===== src/rtl/shift_sequencer.sv =====
// Sequences load/shift strobes for an 8-bit right-shift datapath and keeps a local copy of it.
// Accepts an operation on start and applies min(amount, WIDTH) shifts, stalling while hold is high.
module shift_sequencer #(
  parameter int unsigned WIDTH = 8,
  parameter int unsigned CW    = 4
) (
  input  logic             clock,
  input  logic             reset,
  input  logic             start,
  input  logic [WIDTH-1:0] load_val,
  input  logic [CW-1:0]    amount,
  input  logic             asr,
  input  logic             hold,
  output logic             busy,
  output logic             done,
  output logic [WIDTH-1:0] result,
  output logic             load_n,
  output logic             shift_en,
  output logic             asr_sel
);

  typedef enum logic [1:0] {
    StIdle  = 2'd0,
    StShift = 2'd1,
    StDone  = 2'd2
  } state_e;

  localparam logic [CW-1:0] MaxCount = CW'(WIDTH);
  localparam logic [CW-1:0] OneCount = CW'(1);

  state_e           r_state;
  state_e           w_state_next;
  logic [WIDTH-1:0] r_result;
  logic [WIDTH-1:0] w_result_next;
  logic [CW-1:0]    r_count;
  logic [CW-1:0]    w_count_next;
  logic             r_asr_sel;
  logic             w_asr_sel_next;
  logic [CW-1:0]    w_amount_clamped;
  logic             w_fill;

  // Amounts beyond the register width saturate: the result is then pure fill.
  assign w_amount_clamped = (amount > MaxCount) ? MaxCount : amount;
  assign w_fill           = r_asr_sel & r_result[WIDTH-1];

  always_comb begin
    w_state_next   = r_state;
    w_result_next  = r_result;
    w_count_next   = r_count;
    w_asr_sel_next = r_asr_sel;
    unique case (r_state)
      StIdle: begin
        if (start) begin
          w_result_next  = load_val;
          w_asr_sel_next = asr;
          w_count_next   = w_amount_clamped;
          w_state_next   = (w_amount_clamped != '0) ? StShift : StDone;
        end
      end
      StShift: begin
        if (!hold) begin
          w_result_next = {w_fill, r_result[WIDTH-1:1]};
          w_count_next  = r_count - OneCount;
          if (r_count == OneCount) begin
            w_state_next = StDone;
          end
        end
      end
      StDone: begin
        w_state_next = StIdle;
      end
      default: begin
        w_state_next = StIdle;
      end
    endcase
  end

  always_ff @(posedge clock) begin
    if (!reset) begin
      r_state   <= StIdle;
      r_result  <= '0;
      r_count   <= '0;
      r_asr_sel <= 1'b0;
    end else begin
      r_state   <= w_state_next;
      r_result  <= w_result_next;
      r_count   <= w_count_next;
      r_asr_sel <= w_asr_sel_next;
    end
  end

  assign busy     = (r_state != StIdle);
  assign done     = (r_state == StDone);
  assign load_n   = ~((r_state == StIdle) & start);
  assign shift_en = (r_state == StShift) & ~hold;
  assign asr_sel  = r_asr_sel;
  assign result   = r_result;

endmodule


===== config.mk =====
export PLATFORM = sky130hd
export DESIGN_NAME = shift_sequencer
export DESIGN_NICKNAME = d
export VERILOG_FILES = /design/src/rtl/shift_sequencer.sv
export SDC_FILE = /design/constraint.sdc
export NUM_CORES = 1
export LEC_CHECK = 0
export ABC_CLOCK_PERIOD_IN_PS = 1500
export BUFFER_PORTS_ARGS = -buffer_cell sky130_fd_sc_hd__buf_4
export CORE_MARGIN = 3
export CORE_UTILIZATION = 48
export CTS_CLUSTER_SIZE = 8
export DETAILED_ROUTE_END_ITERATION = 16
export PLACE_DENSITY = 0.88
export SLEW_MARGIN = 20
export SYNTH_ARGS = -nofsm -noshare
export SYNTH_HDL_FRONTEND = slang
export SYNTH_SLANG_ARGS = --single-unit

===== constraint.sdc =====
create_clock -name clock -period 1.5 [get_ports clock]
set_input_delay 0.3 -clock clock [delete_from_list [all_inputs] [get_ports clock]]
set_output_delay 0.3 -clock clock [all_outputs]
set_load 0.005 [all_outputs]

---- After elaboration in Yosys (flattened, before gate mapping) ----
Cells that the tools add are included.
storage, ports and cells
  register bits after elaboration ......... 15
  input port bits ......................... 17
  output and inout bits ................... 13
  word-level logic and storage cells ...... 36
operators by class
  add/subtract/negate cells ............... 1
  order comparisons ....................... 1
  equality and inequality tests ........... 6
  mux-type cells .......................... 12
  bitwise operators ....................... 5
  reductions and logical operators ........ 7
operators with widths
  cell                                               count
  2-to-1 mux 8 bit                                   2
  one-hot mux 8 bit (2 select lines)                 1
  2-to-1 mux 4 bit                                   3
  2-to-1 mux 2 bit                                   4
  one-hot mux 4 bit (2 select lines)                 1
  != test 2 bit (second input constant)              3
  AND reduction 3 bit                                2
  == test 4 x 1 -> 1 bit (second input constant)     1
  > comparator 4 bit (second input constant)         1
  one-hot mux 2 bit (2 select lines)                 1
  nonzero test 2 bit                                 2
  nonzero test 4 bit                                 1
  subtractor 4 x 1 -> 4 bit (second input constant)  1
  bitwise AND 1 bit                                  3
  == test 2 x 1 -> 1 bit (second input constant)     1
  == test 2 bit (second input constant)              1
  zero test 2 bit                                    1
  NOT 1 bit                                          2
  AND reduction 2 bit                                1

---- Longest topological paths before layout ----
Gate-level depths: netlist (run 1).
  depth in word-level cells ............... 6
  gate-level depth with buffers ........... 5
  depth with buffers taken out ............ 5

---- Worst setup path after synthesis (run 1) ----
Ideal clock, no wire load.
  kind .................................... reg2reg
  start point ............................. reg r_count[0]
  end point ............................... reg r_count[2]
  library setup time ...................... 0.117 ns
  data arrival time ....................... 1.108 ns
  data required time ...................... 1.383 ns
  slack ................................... 0.275 ns
  cell stages (with the launch flop) ...... 6
  buffers on the path ..................... 0
  period minus slack after synthesis ...... 1.225 ns
  path through ............................ dfxtp_1 > inv_1 > ha_1 > nor4bb_1 > a31o_1 > a32o_1
between the ends
  word-level cells in the longest chain between the ends .. 3
RTL lines
  item                                line  RTL
  start: declaration                  35    logic [CW-1:0] r_count;
  start signal: assignment            87    r_count <= w_count_next;
  subtractor 4 x 1 -> 4 bit           63    w_count_next = r_count - OneCount;
  2-to-1 mux 4 bit                    61    if (!hold) begin
  one-hot mux 4 bit (2 select lines)  51    unique case (r_state)
No other way between the ends. The select of a mux whose other input is x is not followed.
A chain may end at the register's enable or synchronous reset.

---- Final worst setup path (run 1) ----
  start point ............................. reg r_state[1]
  end point ............................... out load_n
between the ends
  word-level cells in the longest chain between the ends .. 3
RTL lines
  item                      line  RTL
  start: declaration        31    state_e r_state;
  start signal: assignment  80    r_state <= StIdle;
  start signal: assignment  85    r_state <= w_state_next;
  zero test 2 bit           94    assign load_n = ~((r_state == StIdle) & start);
  bitwise AND 1 bit         94
  NOT 1 bit                 94
  end: declaration          17    output logic load_n,
No other way between the ends.

==> reports/qor.yml, run 1 <==
setup_path:
  rrSetupSlack_ns: 0.10
  r2r-end: "result[2]$_SDFFE_PN0P_"
  critPathCaptureType: "output pin"
  r2r_cells: 5
  worst_setup_path_start_kind: "flop"
  critical_path_class: "reg2out"
  required_ns: 1.20
  cp.arrival_ns: 1.20
  r2r_start: "r_state[0]$_SDFFE_PN0P_"
  path_max_fanout: 7
sta:
  holdWs_ns: 0.246
  max_freq_ghz: 0.667
  slew_headroom_pct: 67.5
  finalSetupViolCount: 0
  rsz0062_at_grt: "yes"
  period_minus_slack_ns: 1.50
  slew_violations: 0
  skew_ns: 0.00182
  fin_tns_setup_ns: 0
  min_period_over_period_pct: 99.9
  tightest_slew_ns: 0.488
  hold_viol: 0
logic_synthesis:
  ys_async_sr_fraction_pct: 0
  synth_edf_count: 0
  syn_avg_cell_area_um2: 9.27
  ys_top_cells_by_area: "dfxtp_1 (34%), mux2i_1 (9.1%), a211oi_1 (6.8%)"
  synth-main-ff-cell: "dfxtp_1"
  syn-cell-area_um2: 881
  yosys_warnings: 0
  synth_seq_cells: 15
  ys_seq_area_share_pct: 34.1
  yosysTopAreaCell: "dfxtp_1"
  netlist_instances: 95
  netlist.area_leader.share_pct: 34.1
  syn_nets: 114
  ys_types: 39
layout:
  regArea_um2: 308
  fin_nets: 152
  drive_gt1_share_pct: 39.4
  final_cells: 156
  n_fill_cell: 118
  n_antenna_cell: 0
  multi_input_area_um2: 515
  area_growth_pct: 37.4
worst_hold_path:
  worstHoldPathType: "in2reg"
  hold_start: "asr"
  holdPathStages: 3
  hold_end: "asr_sel$_SDFFE_PN0P_"
clocking:
  numCtsBuffers: 3
  cts_buffer_depth: 2
  cts-root-buf: "clkbuf_4"
  clk_pin_slew_ns: 0.09
  cts_tree: "built"
  clock_sinks: 15
  clkLatencyLatePin_ns: 0.29
  cts_htree_levels: 1
power_and_ir_drop:
  ir_worst_vdd_mv: 0.767
  p_int_uw: 795
  p_leak_nw: 0.555
  p_seq_share_pct: 42.5
  pwr-share-comb_pct: 37.1
  power_switching_uw: 381
  powerDensity_mw_per_mm2: 972
  power_frac_clock_pct: 20.5
  p_sw_share_pct: 32.4
place:
  routabilityCongestion: 0.872
  post-dp-hpwl_um: 1740
  placed_cells: 147
  portBuffers: 29
detailed_routing:
  drt-wirelength-per-cell_um: 16.1
  first_pass_iters: 6
  vias: 900
  vias_per_cell: 5.77
  routed-wl-met2_um: 1210
  drt-met1-wl_um: 1090
  initialDrtViolationCount: 29
  met3WireLength_um: 180
  drt-total-wl_um: 2510
  drtAntennaViolNets: 0
  highest_layer: "met4"
  drc_errors: 0
floorplan:
  initial_core_util_pct: 54.7
  die_w_um: 48.8
  rows: 14
  fp.coreArea_mm2: 0.00161
  pin_count: 30
  die_area_mm2: 0.00238
  die_h_um: 48.8
grt:
  grt_usage_pct: 21.7
  grt_max_degree: 13
  grt_pass1_vias: 912
  grt_pass1_wl_um: 4170
  antenna_found_initial: 0
  grt_overflow: 0
outcome:
  status: "complete, no violations"
job:
  maxCapViolations: 0
-- state kept, by name (all words and copies together) (netlist names) --
| register | cells |
|---|---|
| asr_sel | 1 |
| r_count | 4 |
| result | 8 |
| r_state | 2 |
-- power groups by stage --
stage	Combinational, mW	Clock (mW)	Sequential, mW
finish	0.436	0.241	0.499
global route	0.477	0.258	0.506
CTS	0.424	0.239	0.494
detailed placement	0.393	0	0.507
global placement	0.386	0	0.502
floorplan	0.252	0	0.493
-- metrics by stage --
step                      instance area, um2  util [%]  setup WS (ns)  total power [mW]
after floorplan                          881         -          0.275             0.745
after global placement                  1120      69.6          0.150             0.888
after detailed placement                1120      69.6         0.0420             0.900
after CTS                               1200      74.3      0.0000655              1.16
after global routing                    1210      75.1        -0.0244              1.24
final                                   1210      75.1        0.00114              1.18
-- cells in the final DEF, fill, tap and decap left out, types with 2 or more instances in the layout --
cell type and instances:
and2b_1 2, nor4_1 2, inv_1 5, nand2b_1 2
clkbuf_4 3, dfxtp_4 2, nand3_1 2, a31oi_1 9
mux2i_1 8, ha_1 2, dfxtp_1 13, nor2_1 4
a211oi_1 8, nand2_1 3, a21oi_1 2, buf_4 37
buf_6 3, a221oi_1 2
-- how the worst max path moves through the flow --
stage                       startpoint                 endpoint  cells past startpoint
2_1_floorplan  r_count[0]$_SDFFE_PN0P_  r_count[2]$_SDFFE_PN0P_                      5
3_3_place_gp   r_state[0]$_SDFFE_PN0P_  r_count[2]$_SDFFE_PN0P_                      3
3_5_place_dp   r_state[0]$_SDFFE_PN0P_   result[0]$_SDFFE_PN0P_                      3
4_1_cts        r_state[0]$_SDFFE_PN0P_                     busy                      3
5_1_grt        r_state[1]$_SDFFE_PN0P_                   load_n                      2
6_report       r_state[1]$_SDFFE_PN0P_                   load_n                      2
-- layer usage --
metal,global-route usage [%],vias to the layer above
met5,0,-
met4,4.27,0
met3,4.59,3
met2,37.1,44
met1,28.1,412
li1,-,441
-- repair_timing --
item | in CTS | in global routing
setup buffers | 5 | 0
setup endpoints to repair | 3 | 4
hold buffers | 0 | 0
gates cloned | 0 | 0
resized for setup | 5 | 4
pin swaps | 1 | 1
-- worst max-delay path, stage by stage (launching register included) --
cell,delay (ns)
dfxtp_4,0.38
or3b_4,0.40
buf_6,0.12
-- synth_stat cells, drive strengths merged (2+ instances only) --
master,count
mux2i,8
nand3,2
nand2,3
dfxtp,15
nor4,2
nand2b,3
nor2,5
buf,5
inv,5
o221ai,2
a21oi,3
clkbuf,2
or2,2
a211oi,8
ha,2
or3b,2
and2b,2
a221oi,3
a31oi,9
-- cells by family (layout without fill, tap and decap cells) --
kind of cell | after synthesis | count (layout) | share of synthesized area [%]
and+or+nand+nor | 27 | 27 | 18.6
buffers and inverters | 12 | 49 | 7.95
AOI/OAI and AO/OA | 31 | 31 | 27.4
DFF | 15 | 15 | 34.1
muxes | 8 | 8 | 9.09
adders and majority gates | 2 | 2 | 2.84
-- final cells by class --
cell class                 instances  area share (%)
sequential                        15            25.4
multi-input combinational         68            42.6
clock buffer                       4            2.17
timing repair buffer              40            25.7
inverter                           5            1.55
tap                               24            2.48
Power figures use the tool's default switching activity.
==> run 2: changes to the inputs <==
--- a/config.mk
+++ b/config.mk
@@ -5,13 +5,13 @@
 export SDC_FILE = /design/constraint.sdc
 export NUM_CORES = 1
 export LEC_CHECK = 0
-export ABC_CLOCK_PERIOD_IN_PS = 1500
+export ABC_CLOCK_PERIOD_IN_PS = 1350
 export BUFFER_PORTS_ARGS = -buffer_cell sky130_fd_sc_hd__buf_4
 export CORE_MARGIN = 3
-export CORE_UTILIZATION = 48
+export CORE_UTILIZATION = 43
 export CTS_CLUSTER_SIZE = 8
 export DETAILED_ROUTE_END_ITERATION = 16
-export PLACE_DENSITY = 0.88
+export PLACE_DENSITY = 0.84
 export SLEW_MARGIN = 20
 export SYNTH_ARGS = -nofsm -noshare
 export SYNTH_HDL_FRONTEND = slang
==> constraint.sdc (replaced) <==
create_clock -name clock -period 1.35 [get_ports clock]
set_input_delay 0.27 -clock clock [delete_from_list [all_inputs] [get_ports clock]]
set_output_delay 0.27 -clock clock [all_outputs]
set_load 0.005 [all_outputs]
==> run 2 against run 1 <==
  * The run now ends with setup timing left
  * Global-route usage is 1.2 points lower
  * Worst setup slack worse by 0.14 ns
  * Critical path depth up 1
  * Utilization is 1.7 points lower
  * Die area increased by 10%
  * Hold slack gained 0.012 ns
  * Design area is 10% higher
  * Non-clock buffer count up 8
  * First-iteration DRC count shrank 14%
  * Sequential cell count is the same
  * Combinational power up 33%
  * Wire length rose by 4.2%
==> reports/qor.yml, run 2 (synthesis results as in run 1) <==
outcome:
  status: "finished with violations"  # was complete, no violations
  violations: "setup timing"
sta:
  min_period_over_period_pct: 110
  finalSetupViolCount: 5  # was 0
  slew_violations: 0  # unchanged
  slew_headroom_pct: 74.2  # was 67.5%
  max_freq_ghz: 0.674
  fin_tns_setup_ns: -0.267  # was 0 ns
  hold_viol: 0  # unchanged
  rsz0062_at_grt: "yes"  # unchanged
  skew_ns: 0.00474  # was 0.00182 ns
  tightest_slew_ns: 0.387  # was 0.488 ns
  period_minus_slack_ns: 1.48
  setup_ws_ns: -0.134  # was 0.00114 ns
layout:
  n_fill_cell: 138  # was 118
  multi_input_area_um2: 559  # was 515 um2
  layout_common_cells: "buf_4 (43), dfxtp_1 (11), a31oi_1 (9)"  # was buf_4 (37), dfxtp_1 (13), a31oi_1 (9)
  regArea_um2: 308  # unchanged
  drive_gt1_share_pct: 48.6  # was 39.4%
  area_growth_pct: 51.6  # was 37.4%
  fin_nets: 160  # was 152
  largest_reg_flops: 8  # unchanged
  final_common_cell: "buf_4"  # unchanged
  fin_util_pct: 73.3  # was 75.1%
  n_antenna_cell: 0  # unchanged
setup_path:
  cp_top_family: "simple AND/OR/NAND/NOR gates"  # unchanged
  critPathCaptureType: "output pin"  # unchanged
  cpMostUsedCell: "buf_6"
  worstPathCellList: "buf_6 -> or3b_4 -> buf_6"  # was or3b_4 -> buf_6
  r2r_start: "r_state[0]$_SDFFE_PN0P_"  # unchanged
  slowest_delay_ns: 0.37  # was 0.40 ns
  required_ns: 1.08  # was 1.20 ns
  path_max_fanout: 4  # was 7
  cp.arrival_ns: 1.21  # was 1.20 ns
  path_buf_inv: 2  # was 1
  critical_path_depth: 3  # was 2
  rrSetupSlack_ns: -0.02  # was 0.10 ns
  crit_slowest_cell: "or3b_4"  # unchanged
  worst_setup_path_start_kind: "flop"  # unchanged
  critical_path_class: "reg2out"  # unchanged
  r2r_cells: 5  # unchanged
  r2r-end: "r_count[3]$_SDFFE_PN0P_"  # was result[2]$_SDFFE_PN0P_
floorplan:
  initial_core_util_pct: 48.4  # was 54.7%
  die_h_um: 51.3  # was 48.8 um
  die_area_mm2: 0.00263  # was 0.00238 mm2
  fp.coreArea_mm2: 0.00182  # was 0.00161 mm2
  pin_count: 30  # unchanged
  die_w_um: 51.3  # was 48.8 um
  rows: 15  # was 14
grt:
  grt_overflow: 0  # unchanged
  antenna_found_initial: 0  # unchanged
  grt_pass1_wl_um: 4110  # was 4170 um
  grt_usage_pct: 20.5  # was 21.7%
  grt_pass1_vias: 905  # was 912
  grt_max_degree: 13  # unchanged
job:
  maxCapViolations: 0  # unchanged
clocking:
  holdBufCountCts: 0  # unchanged
  clkLatencyLatePin_ns: 0.28  # was 0.29 ns
  cts-root-buf: "clkbuf_4"  # unchanged
  cts_buffer_depth: 2  # unchanged
  cts_htree_levels: 1  # unchanged
  clk_pin_slew_ns: 0.09  # about the same
  numCtsBuffers: 3  # unchanged
  clock_sinks: 15  # unchanged
  cts_tree: "built"  # unchanged
power_and_ir_drop:
  p_leak_nw: 0.607  # was 0.555 nW
  p_total_mw: 1.38  # was 1.18 mW
  powerDensity_mw_per_mm2: 1040  # was 972 mW/mm2
  ir_worst_vdd_mv: 0.672  # was 0.767 mV
detailed_routing:
  vias_per_cell: 5.75  # was 5.77
  drtAntennaViolNets: 0  # unchanged
  drt-wirelength-per-cell_um: 15.8  # was 16.1 um
  vias: 949  # was 900
  first_pass_iters: 4  # was 6
  initialDrtViolationCount: 25  # was 29
  drc_errors: 0  # unchanged
  drt-total-wl_um: 2610  # was 2510 um
worst_hold_path:
  holdPathStages: 3  # unchanged
  worstHoldPathType: "in2reg"  # unchanged
  hold_end: "asr_sel$_SDFFE_PN0P_"  # unchanged
  hold_start: "asr"  # unchanged
place:
  portBuffers: 29  # unchanged
  post-dp-hpwl_um: 1730  # was 1740 um
  routabilityCongestion: 0.829  # was 0.872
==> run 2: changes by cell type in the layout (fill, tap and decap cells not counted), sizes merged <==
cell      delta
buf          +8
clkinvlp     +1
inv          -1
==> run 2: cell type report <==
| type | instances | area share (%) |
|---|---|---|
| clock buffers | 4 | 1.97 |
| multi-input cells | 68 | 41.9 |
| flip-flops and latches | 15 | 23.1 |
| repair buffers | 48 | 29.1 |
| well taps | 25 | 2.34 |
| inverters | 5 | 1.69 |
==> run 2: how the worst max path moves through the flow <==
stage	start	to	slack (ns)
floorplan	r_count[0]$_SDFFE_PN0P_	r_count[2]$_SDFFE_PN0P_	0.13
global placement	r_state[0]$_SDFFE_PN0P_	r_count[2]$_SDFFE_PN0P_	-0.02
detailed placement	r_state[0]$_SDFFE_PN0P_	r_count[2]$_SDFFE_PN0P_	-0.07
CTS	r_state[0]$_SDFFE_PN0P_	load_n	-0.16
global route	r_state[0]$_SDFFE_PN0P_	load_n	-0.17
finish	r_state[0]$_SDFFE_PN0P_	load_n	-0.13
==> run 2: power by group <==
| group | leakage (nW) | switching, mW | internal, mW |
|---|---|---|---|
| combinational | 0.466 | 0.251 | 0.329 |
| clock | 0.0150 | 0.140 | 0.114 |
| sequential | 0.126 | 0.0472 | 0.502 |
==> run 2: tightest hold or removal path, stage by stage <==
cell and delay, ns:
buf_4 0.08, mux2i_2 0.06, nor2_1 0.09
==> run 2: repair_timing <==
action                                  in CTS  in global routing
gates resized for setup                     12                  9
setup buffers                                7                  0
endpoints found under the setup margin      14                 14
pin swaps                                    3                  4
==> run 2: through the flow <==
step	cell area [um2]	hold WS, ns	instances	setup slack [ns]
after floorplan	881	0.388	95	0.125
after global placement	1170	0.477	154	-0.0180
after detailed placement	1170	0.481	154	-0.0742
after CTS	1300	0.235	165	-0.157
after global routing	1340	0.269	165	-0.168
final	1340	0.259	165	-0.134
==> run 2: routing by layer <==
metal  share of wire [%]  GRT usage, %  routed length (um)  vias to the layer above
li1                    -             -                   -                      453
met1                  44          28.3                1150                      443
met2                  46          32.0                1210                       47
met3                 7.7          2.92                 201                        6
met4                 2.0          8.30                  53                        0
met5                   0             0                   0                        -
==> run 3: changes to the inputs <==
--- a/config.mk
+++ b/config.mk
@@ -12,6 +12,7 @@
 export CTS_CLUSTER_SIZE = 8
 export DETAILED_ROUTE_END_ITERATION = 16
 export PLACE_DENSITY = 0.84
+export SETUP_SLACK_MARGIN = 0.05
 export SLEW_MARGIN = 20
 export SYNTH_ARGS = -nofsm -noshare
 export SYNTH_HDL_FRONTEND = slang
==> run 3 against run 2 <==
  * The flow still finishes with violations (setup timing)
  * First-iteration DRC count grew 12%
  * Sequential power rose by 0.7%
  * Sequential share of layout area decreased by 1.6 points
  * Via count increased by 4.3%
  * Maximum frequency down 0.74%
==> reports/qor.yml, run 3 (synthesis results as in run 1) <==
clocking:
  clock_sinks: 15  # unchanged
  clkLatencyLatePin_ns: 0.28  # about the same
  numCtsBuffers: 3  # unchanged
  cts-root-buf: "clkbuf_4"  # unchanged
  holdBufCountCts: 0  # unchanged
  cts_buffer_depth: 2  # unchanged
  clk_pin_slew_ns: 0.09  # about the same
  cts_tree: "built"  # unchanged
  cts_htree_levels: 1  # unchanged
floorplan:
  die_area_mm2: 0.00263  # unchanged
  fp.coreArea_mm2: 0.00182  # unchanged
  die_w_um: 51.3  # unchanged
  initial_core_util_pct: 48.4  # unchanged
  die_h_um: 51.3  # unchanged
  rows: 15  # unchanged
  pin_count: 30  # unchanged
detailed_routing:
  vias: 990  # was 949
  drc_errors: 0  # unchanged
  drt-wirelength-per-cell_um: 17.4  # was 15.8 um
  drtAntennaViolNets: 0  # unchanged
  drt-total-wl_um: 2910  # was 2610 um
  initialDrtViolationCount: 28  # was 25
  vias_per_cell: 5.93  # was 5.75
  first_pass_iters: 4  # unchanged
grt:
  grt_usage_pct: 20.8  # was 20.5%
  antenna_found_initial: 0  # unchanged
  use_met3_pct: 2.92  # unchanged
  met1_usage_pct: 29.1  # was 28.3%
  grt_pass1_vias: 906  # was 905
  grt-busiest-layer: "met2"  # unchanged
  grt_use_met2_pct: 32.2  # was 32.0%
  grt_max_degree: 13  # unchanged
  grt_overflow: 0  # unchanged
  grt_pass1_wl_um: 4140  # was 4110 um
setup_path:
  cpMostUsedCell: "buf_6"  # unchanged
  worst_setup_path_start_kind: "flop"  # unchanged
  critical_path_class: "reg2out"  # unchanged
  slowest_delay_ns: 0.37  # about the same
  required_ns: 1.08  # about the same
  worstPathCellList: "buf_6 -> or3b_4 -> buf_6"  # unchanged
  crit_slowest_cell: "or3b_4"  # unchanged
  path_max_fanout: 4  # unchanged
  critPathCaptureType: "output pin"  # unchanged
  cp.arrival_ns: 1.23  # was 1.21 ns
sta:
  setup_ws_ns: -0.146  # was -0.134 ns
  slew_headroom_pct: 67.4  # was 74.2%
  finalSetupViolCount: 7  # was 5
  tightest_slew_ns: 0.489  # was 0.387 ns
  max_freq_ghz: 0.669  # was 0.674 GHz
  skew_ns: 0.00298  # was 0.00474 ns
  period_minus_slack_ns: 1.50  # was 1.48 ns
  min_period_over_period_pct: 111  # was 110%
  hold_viol: 0  # unchanged
  slew_violations: 0  # unchanged
  rsz0062_at_grt: "yes"  # unchanged
outcome:
  violations: "setup timing"  # unchanged
  status: "finished with violations"  # unchanged
power_and_ir_drop:
  p_total_mw: 1.48  # was 1.38 mW
  p_leak_nw: 0.626  # was 0.607 nW
  ir_worst_vdd_mv: 0.764  # was 0.672 mV
  powerDensity_mw_per_mm2: 1030  # was 1040 mW/mm2
place:
  pre_cts_slack_ns: -0.0742  # unchanged
  post-dp-hpwl_um: 1730  # unchanged
  routabilityCongestion: 0.829  # unchanged
  placed_cells: 154  # unchanged
  portBuffers: 29  # unchanged
layout:
  largest_reg_flops: 8  # unchanged
  fin_nets: 162  # was 160
  final_cells: 167  # was 165
  n_antenna_cell: 0  # unchanged
  final_common_cell: "buf_4"  # unchanged
  drive_gt1_share_pct: 58.5  # was 48.6%
  layout_common_cells: "buf_4 (43), dfxtp_1 (11), a31oi_1 (9)"  # unchanged
  fin_util_pct: 78.9  # was 73.3%
  area_growth_pct: 63.1  # was 51.6%
worst_hold_path:
  worstHoldPathType: "in2reg"  # unchanged
job:
  maxCapViolations: 0  # unchanged
## run 3: metal layers
layer,vias up,part of all wire [%],wire [um]
li1,458,-,-
met1,477,42,1230
met2,47,49,1420
met3,8,6.8,199
met4,0,2.2,63
met5,-,0,0
## run 3: path summary, 6_finish.rpt
| kind | cells past startpoint | endpoint | from | slack [ns] |
|---|---|---|---|---|
| setup / recovery | 3 | load_n | r_state[0]$_SDFFE_PN0P_ | -0.15 |
| hold reg to reg | 1 | r_state[1]$_SDFFE_PN0P_ | r_state[1]$_SDFFE_PN0P_ | 0.47 |
| setup reg to reg | 6 | asr_sel$_SDFFE_PN0P_ | r_state[0]$_SDFFE_PN0P_ | -0.09 |
| hold / removal | 3 | asr_sel$_SDFFE_PN0P_ | asr | 0.26 |
## run 3: metrics by stage
stage / hold WS (ns) / setup TNS, ns / instance area [um2]
2_1_floorplan: 0.388 / 0 / 881
3_3_place_gp: 0.477 / -0.0383 / 1170
3_5_place_dp: 0.481 / -0.606 / 1170
4_1_cts: 0.235 / -0.267 / 1310
5_1_grt: 0.269 / -0.818 / 1440
6_report: 0.259 / -0.429 / 1440
## run 3: final cells by class
cell class / instances / area, um2
Tap cell: 25 / 31.3
Inverter: 5 / 22.5
Sequential cell: 15 / 308
Timing Repair Buffer: 50 / 410
Fill cell: 118 / 384
Clock buffer: 4 / 26.3
Multi-Input combinational cell: 68 / 638
## run 3: worst max-delay path: cells and delay by family (launching register included)
family,cells,cell delay [ns]
flip-flops,1,0.34
buffers and inverters,2,0.24
AND/OR/NAND/NOR,1,0.37
## run 3: repair_timing
action | 4_1_cts | 5_1_grt
buffers inserted | 7 | 2
pin swaps | 4 | 7
gates resized for setup | 15 | 23
endpoints found under the setup margin | 15 | 19
## run 3: where the power goes
part           internal [mW]  switching [mW]
sequential             0.502          0.0517
combinational          0.376           0.296
clock                  0.115           0.140
